[src/rtl/mapper_latch_bank_pkg.sv]
// Shared definitions for the mapper latch-port receiver: bank count, entry layout
// and the ROM-size masking helper.
package mapper_latch_bank_pkg;

    localparam int MAPPER_BANKS = 4;
    localparam int MAPPER_IDX_W = 2;

    typedef struct packed {
        logic [1:0] idx;
        logic [7:0] data;
    } mapper_latch_entry_t;

    function automatic logic [7:0] mask_bank(input logic [7:0] data, input logic [7:0] mask);
        return data & mask;
    endfunction

endpackage

[src/rtl/mapper_latch_fifo.sv]
// Generic synchronous FIFO. A push into a full FIFO is accepted only when a pop
// happens on the same edge; otherwise it is ignored and the contents are unchanged.
module mapper_latch_fifo #(
    parameter int WIDTH = 10,
    parameter int DEPTH = 4,
    localparam int PTR_W = $clog2(DEPTH),
    localparam int CNT_W = PTR_W + 1
) (
    input  logic             clk,
    input  logic             reset_n,
    input  logic             push,
    input  logic             pop,
    input  logic [WIDTH-1:0] push_data,
    output logic [WIDTH-1:0] pop_data,
    output logic             full,
    output logic             empty,
    output logic [CNT_W-1:0] count
);

    logic [WIDTH-1:0] mem [DEPTH];
    logic [PTR_W-1:0] wr_ptr;
    logic [PTR_W-1:0] rd_ptr;
    logic             do_push;
    logic             do_pop;

    assign empty    = (count == '0);
    assign full     = (count == CNT_W'(DEPTH));
    assign do_pop   = pop && !empty;
    assign do_push  = push && (!full || do_pop);
    assign pop_data = mem[rd_ptr];

    // Pointers are power-of-two wide, so natural overflow gives the modulo wrap.
    always_ff @(posedge clk or negedge reset_n) begin
        if (!reset_n) begin
            wr_ptr <= '0;
            rd_ptr <= '0;
            count  <= '0;
        end else begin
            if (do_push) wr_ptr <= wr_ptr + PTR_W'(1);
            if (do_pop)  rd_ptr <= rd_ptr + PTR_W'(1);
            case ({do_push, do_pop})
                2'b10:   count <= count + CNT_W'(1);
                2'b01:   count <= count - CNT_W'(1);
                default: count <= count;
            endcase
        end
    end

    always_ff @(posedge clk) begin
        if (do_push) mem[wr_ptr] <= push_data;
    end

endmodule

[src/rtl/mapper_latch_bank.sv]
// Mapper-side receiver: buffers latch-port bank writes, applies them between CPU
// memory cycles, and composes ROM addresses and IO readback from the bank registers.
module mapper_latch_bank
    import mapper_latch_bank_pkg::*;
#(
    parameter int         BANK_W     = 8,
    parameter int         FIFO_DEPTH = 4,
    parameter logic [7:0] BANK_MASK  = 8'hFF
) (
    input  logic               clk,
    input  logic               reset_n,
    input  logic               latch_wr,
    input  logic [1:0]         latch_idx,
    input  logic [7:0]         latch_data,
    input  logic               mem_active,
    input  logic [15:0]        cpu_addr,
    input  logic [1:0]         rd_idx,
    input  logic               ovf_clr,
    output logic [BANK_W+13:0] rom_addr,
    output logic [7:0]         rd_data,
    output logic               pending,
    output logic               overflow
);

    localparam int ENTRY_W = MAPPER_IDX_W + BANK_W;
    localparam int CNT_W   = $clog2(FIFO_DEPTH) + 1;

    mapper_latch_entry_t strobe;
    logic [ENTRY_W-1:0]  push_entry;
    logic [ENTRY_W-1:0]  pop_entry;
    logic                fifo_full;
    logic                fifo_empty;
    logic [CNT_W-1:0]    fifo_count;
    logic                do_pop;
    logic                drop;
    logic [BANK_W-1:0]   bank [MAPPER_BANKS];

    assign strobe     = '{idx: latch_idx, data: mask_bank(latch_data, BANK_MASK)};
    assign push_entry = {strobe.idx, BANK_W'(strobe.data)};

    // Handshake: latch_wr is a ready-less strobe (dropped if no room); the FIFO
    // output is valid while non-empty and is consumed only when mem_active is low.
    assign do_pop  = !fifo_empty && !mem_active;
    assign drop    = latch_wr && fifo_full && !do_pop;
    assign pending = (fifo_count != '0);

    mapper_latch_fifo #(
        .WIDTH (ENTRY_W),
        .DEPTH (FIFO_DEPTH)
    ) u_fifo (
        .clk       (clk),
        .reset_n   (reset_n),
        .push      (latch_wr),
        .pop       (do_pop),
        .push_data (push_entry),
        .pop_data  (pop_entry),
        .full      (fifo_full),
        .empty     (fifo_empty),
        .count     (fifo_count)
    );

    // Reset values give the linear map: bank i holds page i.
    always_ff @(posedge clk or negedge reset_n) begin
        if (!reset_n) begin
            for (int i = 0; i < MAPPER_BANKS; i++) bank[i] <= BANK_W'(i);
        end else if (do_pop) begin
            bank[pop_entry[ENTRY_W-1 -: MAPPER_IDX_W]] <= pop_entry[BANK_W-1:0];
        end
    end

    // A drop in the same cycle as a clear keeps the flag set.
    always_ff @(posedge clk or negedge reset_n) begin
        if (!reset_n)     overflow <= 1'b0;
        else if (drop)    overflow <= 1'b1;
        else if (ovf_clr) overflow <= 1'b0;
    end

    assign rom_addr = {bank[cpu_addr[15:14]], cpu_addr[13:0]};
    assign rd_data  = 8'(bank[rd_idx]);

endmodule
[config.mk]
export PLATFORM = sky130hd
export DESIGN_NAME = mapper_latch_bank
export DESIGN_NICKNAME = d
export VERILOG_FILES = /design/src/rtl/mapper_latch_bank_pkg.sv /design/src/rtl/mapper_latch_fifo.sv /design/src/rtl/mapper_latch_bank.sv
export SDC_FILE = /design/constraint.sdc
export NUM_CORES = 1
export LEC_CHECK = 0
export CELL_PAD_IN_SITES_DETAIL_PLACEMENT = 1
export CELL_PAD_IN_SITES_GLOBAL_PLACEMENT = 1
export CORE_UTILIZATION = 47
export CTS_CLUSTER_DIAMETER = 200
export CTS_CLUSTER_SIZE = 28
export DETAILED_ROUTE_END_ITERATION = 12
export DONT_BUFFER_PORTS = 1
export PLACE_DENSITY = 0.79
export SYNTH_ARGS = -nofsm -noshare
export SYNTH_HDL_FRONTEND = slang
export SYNTH_SLANG_ARGS = --single-unit
[constraint.sdc]
create_clock -name clk -period 1.77 [get_ports clk]
set_input_delay 0.0885 -clock clk [delete_from_list [all_inputs] [get_ports clk]]
set_output_delay 0.0885 -clock clk [all_outputs]
set_load 0.02 [all_outputs]
# Yosys cells after proc, flatten, opt, wreduce, memory -nomap -nowiden
# Memories as Yosys holds them, arrays and structs flattened.
# Cells that the tools add are included.
op_classes:
  n_addsub: 4
  n_lt_le_gt_ge: 4
  eq_ne: 3
  n_mux: 14
  bitwise_logic: 3
  n_reduce_logical: 15
op_table:
  columns: ["operator", "n"]
  rows:
  - ["8-bit two-way mux", 5]
  - ["8-bit binary-select mux with 2-bit select", 2]
  - ["32-bit bitwise mux", 1]
  - ["8-bit demux with 2-bit select", 1]
  - ["3-bit greater-or-equal comparator (second input constant)", 3]
  - ["2-bit inverter with 3-bit output", 3]
  - ["1-bit logical AND", 6]
  - ["3-bit case mux with 2 select lines", 1]
  - ["2-bit by 1-bit adder with 2-bit output (second input constant)", 2]
  - ["1-bit zero test", 4]
  - ["1-bit two-way mux", 4]
  - ["2-bit nonzero test", 2]
  - ["3-bit by 1-bit adder with 3-bit output (second input constant)", 1]
  - ["3-bit == test (second input constant)", 1]
  - ["3-bit zero test", 1]
  - ["3-bit by 1-bit less-than comparator with 1-bit output (second input constant)", 1]
  - ["3-bit nonzero test", 1]
  - ["3-bit by 1-bit subtractor with 3-bit output (second input constant)", 1]
  - ["2-bit by 1-bit == test with 1-bit output (second input constant)", 1]
  - ["2-bit == test (second input constant)", 1]
  - ["1-bit logical OR", 1]
word_totals:
  ff_bits: 40
  ram_bits: 40
  in_bits: 33
  out_inout_bits: 32
  wordCells: 52
  memories: 1
mem_list:
  columns: ["memory", "depth", "width", "read_ports", "rd_clocked_by_memory_dff", "wr", "line", "rtl"]
  rows:
  - ["u_fifo.mem", 4, 10, 1, 0, 1, "mapper_latch_fifo.sv:20", "logic [WIDTH-1:0] mem [DEPTH];"]

# Longest topological paths before layout
# Gate-level depths: netlist of the first run.
depth:
  ltp_word: 8
  ltp_mapped: 7
  depth_no_buf: 7

# Cells and area by module
# From an unflattened synthesis of the first run, not the netlist that was laid out.
unflattened:
  cells_unflattened: 199
  hier_area_um2: 3663.5
by_module_without_submodules:
  columns: ["module", "n_inst", "cells_each", "area_each_um2", "seq_area_each_um2"]
  rows:
  - ["mapper_latch_fifo", 1, 90, 1873.0, 1376.3]
  - ["mapper_latch_bank", 1, 109, 1790.5, 830.8]

# Worst setup path before layout of the first run
# Ideal clock, no wire load.
synth_path:
  kind: "register to register"
  start: "register u_fifo.rd_ptr[0]"
  end: "register bank[17] in the netlist's numbering"
  setup_time_ns: 0.125
  t_arrival_ns: 1.773
  t_required_ns: 1.645
  slack_ns: -0.128
  stages_incl_launch_ff: 4
  n_path_buf: 0
  period_less_slack_ns: 1.898
  path_cell_list: "dfrtp_1 mux4_2 nor4b_4 mux2_2"
synth_via:
  elab_chain_len: 7
  word_cells_on_any_way: 8
  classes_between: "2 x order compare; 3 x mux; 1 x bitwise; 1 x reduce/logical; 1 x memory"
synth_lines:
  columns: ["item", "line", "rtl"]
  rows:
  - ["start, declared", "mapper_latch_fifo.sv:22", "logic [PTR_W-1:0] rd_ptr;"]
  - ["start signal, assigned", "mapper_latch_fifo.sv:40", "if (do_pop) rd_ptr <= rd_ptr + PTR_W'(1);"]
  - ["memory read 4 x 10 bit *", null, null]
  - ["2-bit inverter with 3-bit output (implied by the code)", "mapper_latch_bank.sv:67", "bank[pop_entry[ENTRY_W-1 -: MAPPER_IDX_W]] <= pop_entry[BANK_W-1:0];"]
  - ["3-bit greater-or-equal comparator (implied by the code) or 3-bit by 1-bit less-than comparator with 1-bit output (tied branches)", "mapper_latch_bank.sv:67", null]
  - ["1-bit logical AND (implied by the code)", "mapper_latch_bank.sv:67", null]
  - ["8-bit two-way mux (implied by the code)", "mapper_latch_bank.sv:67", null]
  - ["8-bit demux with 2-bit select", "mapper_latch_bank.sv:67", null]
  - ["32-bit bitwise mux *", "mapper_latch_bank.sv:67", null]
  - ["end signal, assigned by index", "mapper_latch_bank.sv:67", null]
  - ["end, declared", "mapper_latch_bank.sv:36", "logic [BANK_W-1:0] bank [MAPPER_BANKS];"]
# Every way passes the cells marked *; elsewhere a longest branch is shown, timed or not.
# A chain may end at the register's enable or synchronous reset.

# Final worst setup path of the first run
layout_path:
  start: "register u_fifo.rd_ptr[0]"
  end: "register bank[27] in the netlist's numbering"
# Same word-level chain as after synthesis.

==> reports/summary.log, run 1 <==
qor: placement.dpl_worst_slack -262 ps
qor: logic_synthesis.synth_mux_area_share 26.4%
qor: placement.dp.final_hpwl 5130 µm
qor: setup_path.critical_path_peak_fanout 8
qor: clock_network.clock_pin_transition_on_the_worst_setup_and_hold_timing_paths 80 ps
qor: logic_synthesis.synth_compound_gate_area_share 0.830%
qor: run_status.run_status finished, violations left
qor: run_status.violated_checks negative setup slack
qor: logic_synthesis.synth.yosys.warnings 0
qor: floorplan.die_y 89.7 µm
qor: setup_path.setup_slack_of_the_most_critical_reg_to_reg_path -130 ps
qor: drt.detail_route.drc_violations 0
qor: logic_synthesis.synth-adder-area-share 1.94%
qor: setup_path.timing.critical_path.slowest_cell_delay 590 ps
qor: sta.postLayoutSetupSlackWorst -135 ps
qor: cells_and_area.fillerInstances 638
qor: power.vdd_drop_max 0.914 mV
qor: setup_path.reg2regPathDepth 4
qor: drt.first_pass_iters 4
qor: sta.hold_viol_final 0
qor: grt.antenna_found_initial 0
qor: sta.slew_violations 0
qor: sta.max_freq 525 MHz
qor: cells_and_area.final_cell_area 0.00424 mm²
qor: cells_and_area.mostFrequentLayoutCells edfxtp_1, dfrtp_1, mux4_2
qor: clock_network.clkLatencyLatePin 350 ps
qor: cells_and_area.antenna-diode-count 0
qor: placement.gp_congestion 0.740
qor: grt.grt_remaining_overflow 0
qor: clock_network.cts_buffers 9
qor: logic_synthesis.synth_enable_flop_cells 40
qor: drt.antenna_left 0
qor: sta.totalNegativeSetupSlack -2940 ps
qor: logic_synthesis.mappedNetlistNets 237
qor: floorplan.rows 31
qor: clock_network.cts_htree_levels 3
qor: floorplan.initial_cell_density_of_the_core 49.3%
qor: flow_run.max_cap_viol_count 0
qor: logic_synthesis.syn_inst 199
qor: min_path.worst_hold_path.num_cells 2
qor: logic_synthesis.synthTopCellsByArea edfxtp_1, dfrtp_1, mux4_2
qor: sta.setup-violations-final 32
qor: setup_path.cp-end-kind flip-flop
qor: sta.rsz0062_at_grt true
qor: logic_synthesis.syn-mean-instance-area 18.2 µm²
qor: logic_synthesis.postSynthRegisterBits 80
qor: sta.max_slew_margin 72.7%
qor: power.power_density 1820 mW/mm²
qor: sta.layout_min_cycle_time 1900 ps
qor: drt.detailedRoute.firstIterationViolations 72
qor: logic_synthesis.synth_largest_area_cell edfxtp_1
qor: min_path.hold_path_class input pin to flip-flop
qor: power.static-leakage-power 1.62 nW
qor: setup_path.cp_data_arrival_time 2140 ps
qor: placement.io_buffer_count 0
qor: logic_synthesis.yosysTopAreaCellShare 33.2%
qor: cells_and_area.fin_cells 326
qor: setup_path.r2r-start u_fifo.rd_ptr[0]
qor: sta.fin_worst_skew 6.78 ps
qor: logic_synthesis.synthXorXnorAreaFrac 1.21%
qor: logic_synthesis.sequential_element_share_of_the_synthesized_area 61.0%
qor: logic_synthesis.synth_top_family_by_area multiplexers
qor: drt.drt-total-wl 7440 µm
qor: grt.grt_start_max_net_pins 41
qor: logic_synthesis.unique_masters_post_synth 28
qor: placement.place_area 0.00371 mm²
qor: setup_path.crit-reg2reg-capture bank[27]
qor: clock_network.cts.sinks 80
qor: cells_and_area.finish.net_count 260
qor: logic_synthesis.asyncSetResetFlopFracSynth 50.0%
qor: min_path.hold_path_end u_fifo.rd_ptr[0]
qor: grt.groute.usage.overall 20.3%
qor: clock_network.clock_tree_from_tritoncts yes
qor: cells_and_area.layout.cells.most_common edfxtp_1
qor: cells_and_area.post_route_cells_drive_above_1_share 47.1%
qor: logic_synthesis.synth_simple_gate_area_share 4.08%
qor: setup_path.critical_path.cell_chain mux4_2 -> nor4_4 -> buf_6 -> mux2_2
qor: clock_network.cts-root-buf clkbuf_8
qor: sta.post-route-period-util 108%
qor: cells_and_area.area.growth.synth_to_final 17.2%
qor: floorplan.floorplan.core_area 0.00733 mm²
qor: floorplan.ioPinCount 65
qor: grt.via_count_of_the_first_global_routing_pass 2,130
qor: drt.number_of_vias_after_detailed_routing 1,841
qor: drt.routed_wire_length_per_instance 22.8 µm
qor: grt.wire_length_of_the_first_global_routing_pass 12,100 µm
qor: setup_path.required 2000 ps
qor: logic_synthesis.post_synth_instance_area 0.00362 mm²
qor: min_path.worstHoldStart mem_active
qor: logic_synthesis.synth_flop_type edfxtp_1
qor: setup_path.critical_path.startpoint_type flip-flop
qor: setup_path.worstSetupPathType flip-flop to flip-flop
qor: floorplan.die_width 89.7 µm
qor: clock_network.cts_buffer_depth 2
qor: drt.detail_route.vias_per_cell 5.65
qor: placement.numPlacedInstances 288
qor: sta.worst_slew_pin_slew 406 ps
qor: floorplan.die_area 0.00805 mm²
qor: setup_path.cp_max_delay_cell mux4_2
[worst max-delay path, delay by kind of cell (launching register included)]
family        cells  cell delay (ps)
simple gates      1              250
flops             1              410
buf+inv           1              190
mux               2              940
[report_power, final]
group          switching [W]  total [W]  internal [W]
logic                0.00145    0.00312       0.00166
clock network       0.000646    0.00144      0.000793
registers           0.000484    0.00315       0.00267
total                0.00258    0.00771       0.00513
[state kept, by name, indices dropped and copies added, names as in the netlist]
signal,count
u_fifo.mem,40
u_fifo.rd_ptr,2
overflow,1
u_fifo.wr_ptr,2
u_fifo.count,3
bank,32
[area by class of cell]
class	count	area [µm²]	area share (%)
inverters	8	30.0	0.709
well taps	99	124	2.92
clock buffers	9	124	2.92
flip-flops and latches	80	2210	52.1
multi-input cells	90	1340	31.6
clock inverters	7	93.8	2.21
repair buffers	33	319	7.53
[worst max path at each step]
stage | from | end | slack, ps | cells past startpoint
6_report | u_fifo.rd_ptr[0] | bank[27] | -130 | 4
5_1_grt | u_fifo.rd_ptr[0] | bank[30] | -200 | 4
4_1_cts | u_fifo.rd_ptr[0] | bank[27] | -140 | 4
3_5_place_dp | u_fifo.rd_ptr[0] | bank[24] | -260 | 4
3_3_place_gp | u_fifo.rd_ptr[0] | bank[31] | -160 | 4
2_1_floorplan | u_fifo.rd_ptr[0] | bank[17] | -130 | 3
[routing by layer]
layer | track usage (%) | vias to the layer above | wire, µm
met5 | 0 | - | 0
met4 | 8.47 | 0 | 155
met3 | 5.58 | 16 | 365
met2 | 34.0 | 57 | 3860
met1 | 24.8 | 972 | 3060
li1 | - | 796 | -
[synth_stat cells, types with 2 or more instances]
cell	number
xor2_1	2
xnor2_1	3
o21ai_0	3
clkbuf_1	3
nor4b_4	2
mux4_2	26
edfxtp_1	40
dfrtp_1	36
inv_1	8
nand2_1	3
and3_1	4
buf_4	14
ha_1	4
dfstp_2	4
mux2_2	32
buf_1	3
[cells by family (layout without fill, tap and decap cells)]
| family | Yosys count | in the layout |
|---|---|---|
| and+or+nand+nor | 16 | 16 |
| DFF | 80 | 80 |
| AOI/OAI and AO/OA | 5 | 5 |
| xor gates and xnor gates | 5 | 5 |
| muxes | 59 | 59 |
| adders and majority gates | 5 | 5 |
| buffers and inverters | 29 | 57 |
[what timing repair did]
item | CTS | global route
hold buffers | 15 | 0
pin swaps | 0 | 1
setup buffers | 5 | 2
setup endpoints to repair | 33 | 34
gates resized for setup | 26 | 2
endpoints found under the hold margin | 82 | 0
gates cloned | 0 | 0
[stage by stage]
step	utilization, %	hold WS [ps]	power, W
floorplan	-	-207	0.00510
global placement	50.6	-206	0.00555
detailed placement	50.6	-206	0.00583
CTS	57.5	8.84	0.00769
global route	57.8	19.8	0.00812
finish	57.8	30.2	0.00771
Power figures use the tool's default switching activity.
==> run 2: changes to the inputs <==
--- a/config.mk
+++ b/config.mk
@@ -13,4 +13,5 @@
 export DETAILED_ROUTE_END_ITERATION = 12
 export DONT_BUFFER_PORTS = 1
+export GPL_TIMING_DRIVEN = 0
 export PLACE_DENSITY = 0.79
 export SYNTH_ARGS = -nofsm -noshare
==> constraint.sdc (replaced) <==
create_clock -name clk -period 1.77 [get_ports clk]
set_input_delay 0.531 -clock clk [delete_from_list [all_inputs] [get_ports clk]]
set_output_delay 0.531 -clock clk [all_outputs]
set_load 0.02 [all_outputs]
==> reports/summary.log, run 2 (synthesis gave the netlist of run 1 again) <==
qor: drt.routed_wire_length_per_instance 23.9 µm [+4.8%]
qor: clock_network.cts_buffer_depth 2 [unchanged]
qor: grt.wire_length_of_the_first_global_routing_pass 12,700 µm [+5.0%]
qor: sta.rsz0062_at_grt true
qor: placement.dp.final_hpwl 4900 µm [-4.5%]
qor: grt.antenna_found_initial 0 [unchanged]
qor: power.power_density 1810 mW/mm² [-0.58%]
qor: sta.layout_min_cycle_time 2020 ps [+117 ps]
qor: setup_path.critical_path.cell_chain mux4_2 -> nor4_4 -> buf_6 -> mux2_4
qor: clock_network.cts-root-buf clkbuf_8
qor: drt.first_pass_iters 4 [unchanged]
qor: setup_path.worstPathBufferInverterCount 1 [unchanged]
qor: power.netSwitchingPower 0.00272 W [+5.2%]
qor: sta.max_slew_margin 65.7% [-7.0 points]
qor: power.power_report.internal_total 0.00524 W [+2.2%]
qor: power.static-leakage-power 1.73 nW [+6.8%]
qor: setup_path.cp_max_delay_cell mux4_2
qor: drt.detail_route.vias_per_cell 5.67 [+0.36%]
qor: setup_path.cp_top_family multiplexers
qor: cells_and_area.final_cell_area 0.00440 mm² [+3.8%]
qor: sta.worst_slew_pin_slew 513 ps [+107 ps]
qor: placement.place_area 0.00380 mm² [+2.5%]
qor: floorplan.initial_cell_density_of_the_core 49.3% [unchanged]
qor: placement.io_buffer_count 0 [unchanged]
qor: grt.via_count_of_the_first_global_routing_pass 2,214 [+3.9%]
qor: grt.grt_remaining_overflow 0 [unchanged]
qor: cells_and_area.layout.cells.most_common edfxtp_1
qor: drt.drt-total-wl 8200 µm [+10%]
qor: cells_and_area.largest_reg_flops 40 [unchanged]
qor: floorplan.die_width 89.7 µm [unchanged]
qor: setup_path.critical_path_peak_fanout 6 [-2]
qor: floorplan.die_y 89.7 µm [unchanged]
qor: placement.dpl_worst_slack -489 ps [-227 ps]
qor: power.vdd_drop_max 0.866 mV [-5.3%]
qor: min_path.hold_path_class input pin to flip-flop
qor: power.clock_power_share 16.6% [-2.1 points]
qor: placement.gp_congestion 0.719 [-2.7%]
qor: grt.groute.usage.overall 21.5% [+1.3 points]
qor: run_status.violated_checks negative setup slack
qor: drt.detailedRoute.firstIterationViolations 95 [+32%]
qor: cells_and_area.max_flop_register u_fifo.mem
qor: run_status.run_status finished, violations left
qor: sta.hold_viol_final 0 [unchanged]
qor: sta.fin_worst_skew 12.8 ps [+6.07 ps]
qor: setup_path.timing.critical_path.slowest_cell_delay 620 ps [+30 ps]
qor: clock_network.cts_htree_levels 3 [unchanged]
qor: cells_and_area.area.growth.synth_to_final 21.6%
qor: clock_network.cts.sinks 80 [unchanged]
qor: setup_path.required 2000 ps [about the same]
qor: cells_and_area.post_route_cells_drive_above_1_share 56.6% [+9.4 points]
qor: sta.totalNegativeSetupSlack -7400 ps [-4460 ps]
qor: cells_and_area.fillerInstances 628 [-1.6%]
qor: sta.max_freq 495 MHz [-5.8%]
qor: setup_path.critical_path.startpoint_type flip-flop
qor: clock_network.clock_tree_from_tritoncts yes
qor: setup_path.cp_data_arrival_time 2260 ps [+120 ps]
qor: clock_network.cts_buffers 9 [unchanged]
qor: drt.antenna_left 0 [unchanged]
qor: cells_and_area.antenna-diode-count 0 [unchanged]
qor: clock_network.clock_pin_transition_on_the_worst_setup_and_hold_timing_paths 80 ps [about the same]
qor: floorplan.rows 31 [unchanged]
qor: clock_network.clkLatencyLatePin 350 ps [about the same]
qor: sta.post-route-period-util 114% [+6.6 points]
qor: power.power_frac_comb 44.7% [+4.3 points]
qor: setup_path.cp-end-kind flip-flop
qor: drt.detail_route.drc_violations 0 [unchanged]
qor: sta.postLayoutSetupSlackWorst -252 ps [-117 ps]
qor: setup_path.worstSetupPathType flip-flop to flip-flop
qor: sta.setup-violations-final 50 [+56%]
qor: cells_and_area.layout_top_registers u_fifo.mem (40), bank (32), u_fifo.count (3)
qor: floorplan.die_area 0.00805 mm² [unchanged]
qor: power.sequentialPowerShare 38.8% [-2.1 points]
qor: flow_run.max_cap_viol_count 0 [unchanged]
qor: cells_and_area.finish.net_count 277 [+6.5%]
qor: grt.grt_start_max_net_pins 37 [-9.8%]
qor: sta.slew_violations 0 [unchanged]
qor: drt.number_of_vias_after_detailed_routing 1,944 [+5.6%]
qor: power.p_sw_share 34.2% [+0.66 points]
qor: floorplan.ioPinCount 65 [unchanged]
qor: cells_and_area.mostFrequentLayoutCells edfxtp_1, buf_4, dfrtp_1
qor: floorplan.floorplan.core_area 0.00733 mm² [unchanged]
## run 2: cell types whose count changed in the layout (fill, tap and decap cells not counted), sizes merged
cell,before,now
buf,19,45
bufinv,2,1
clkbuf,9,14
clkinv,2,3
clkinvlp,2,0
dlygate4sd3,14,2
## run 2: path summary, 6_finish.rpt
check,start,endpoint,slack (ps),cells after the start
worst min register to register,bank[13],bank[13],540,1
min in group asynchronous,reset_n,bank[9],580,1
worst max-delay path,u_fifo.rd_ptr[0],bank[29],-250,4
max in group asynchronous,reset_n,bank[6],780,2
worst max register to register,u_fifo.rd_ptr[0],bank[29],-250,4
worst min-delay path,latch_data[2],u_fifo.mem[3][2],270,0
## run 2: per-stage QoR
stage                     hold WS, ps  cells  util (%)  total power [W]
after global placement            236    298      51.9          0.00545
final                             268    343      60.0          0.00795
after floorplan                   235    199         -          0.00510
after detailed placement          237    298      51.9          0.00573
after global routing              248    343      60.0          0.00836
after CTS                        2.08    335      58.4          0.00768
## run 2: per-layer routing
layer  routed length, µm  GRT usage (%)  vias up
li1                    -              -      832
met1                3410           27.3     1013
met2                4060           34.2       80
met3                 553           7.53       19
met4                 175           8.20        0
met5                   0              0        -
## run 2: power by group through the flow
stage,clock network [W],registers [W],logic [W]
5_1_grt,0.00142,0.00316,0.00378
4_1_cts,0.00134,0.00307,0.00327
3_5_place_dp,0,0.00311,0.00262
3_3_place_gp,0,0.00300,0.00245
6_report,0.00132,0.00308,0.00355
2_1_floorplan,0,0.00295,0.00215
## run 2: repair_timing
action | 4_1_cts | 5_1_grt
hold endpoints to repair | 36 | 1
gates resized for setup | 25 | 18
setup buffers | 19 | 7
pin swaps | 4 | 6
hold buffers | 2 | 1
setup endpoints to repair | 52 | 83
## run 2: layout make-up
| class | count | area [µm²] | share of cell area (%) |
|---|---|---|---|
| Inverter | 8 | 32.5 | 0.740 |
| Tap cell | 99 | 124 | 2.82 |
| Multi-Input combinational cell | 90 | 1380 | 31.4 |
| Timing Repair Buffer | 29 | 272 | 6.17 |
| Clock inverter | 5 | 58.8 | 1.34 |
| Clock buffer | 11 | 131 | 2.99 |
| Buffer | 21 | 191 | 4.35 |
| Sequential cell | 80 | 2210 | 50.2 |
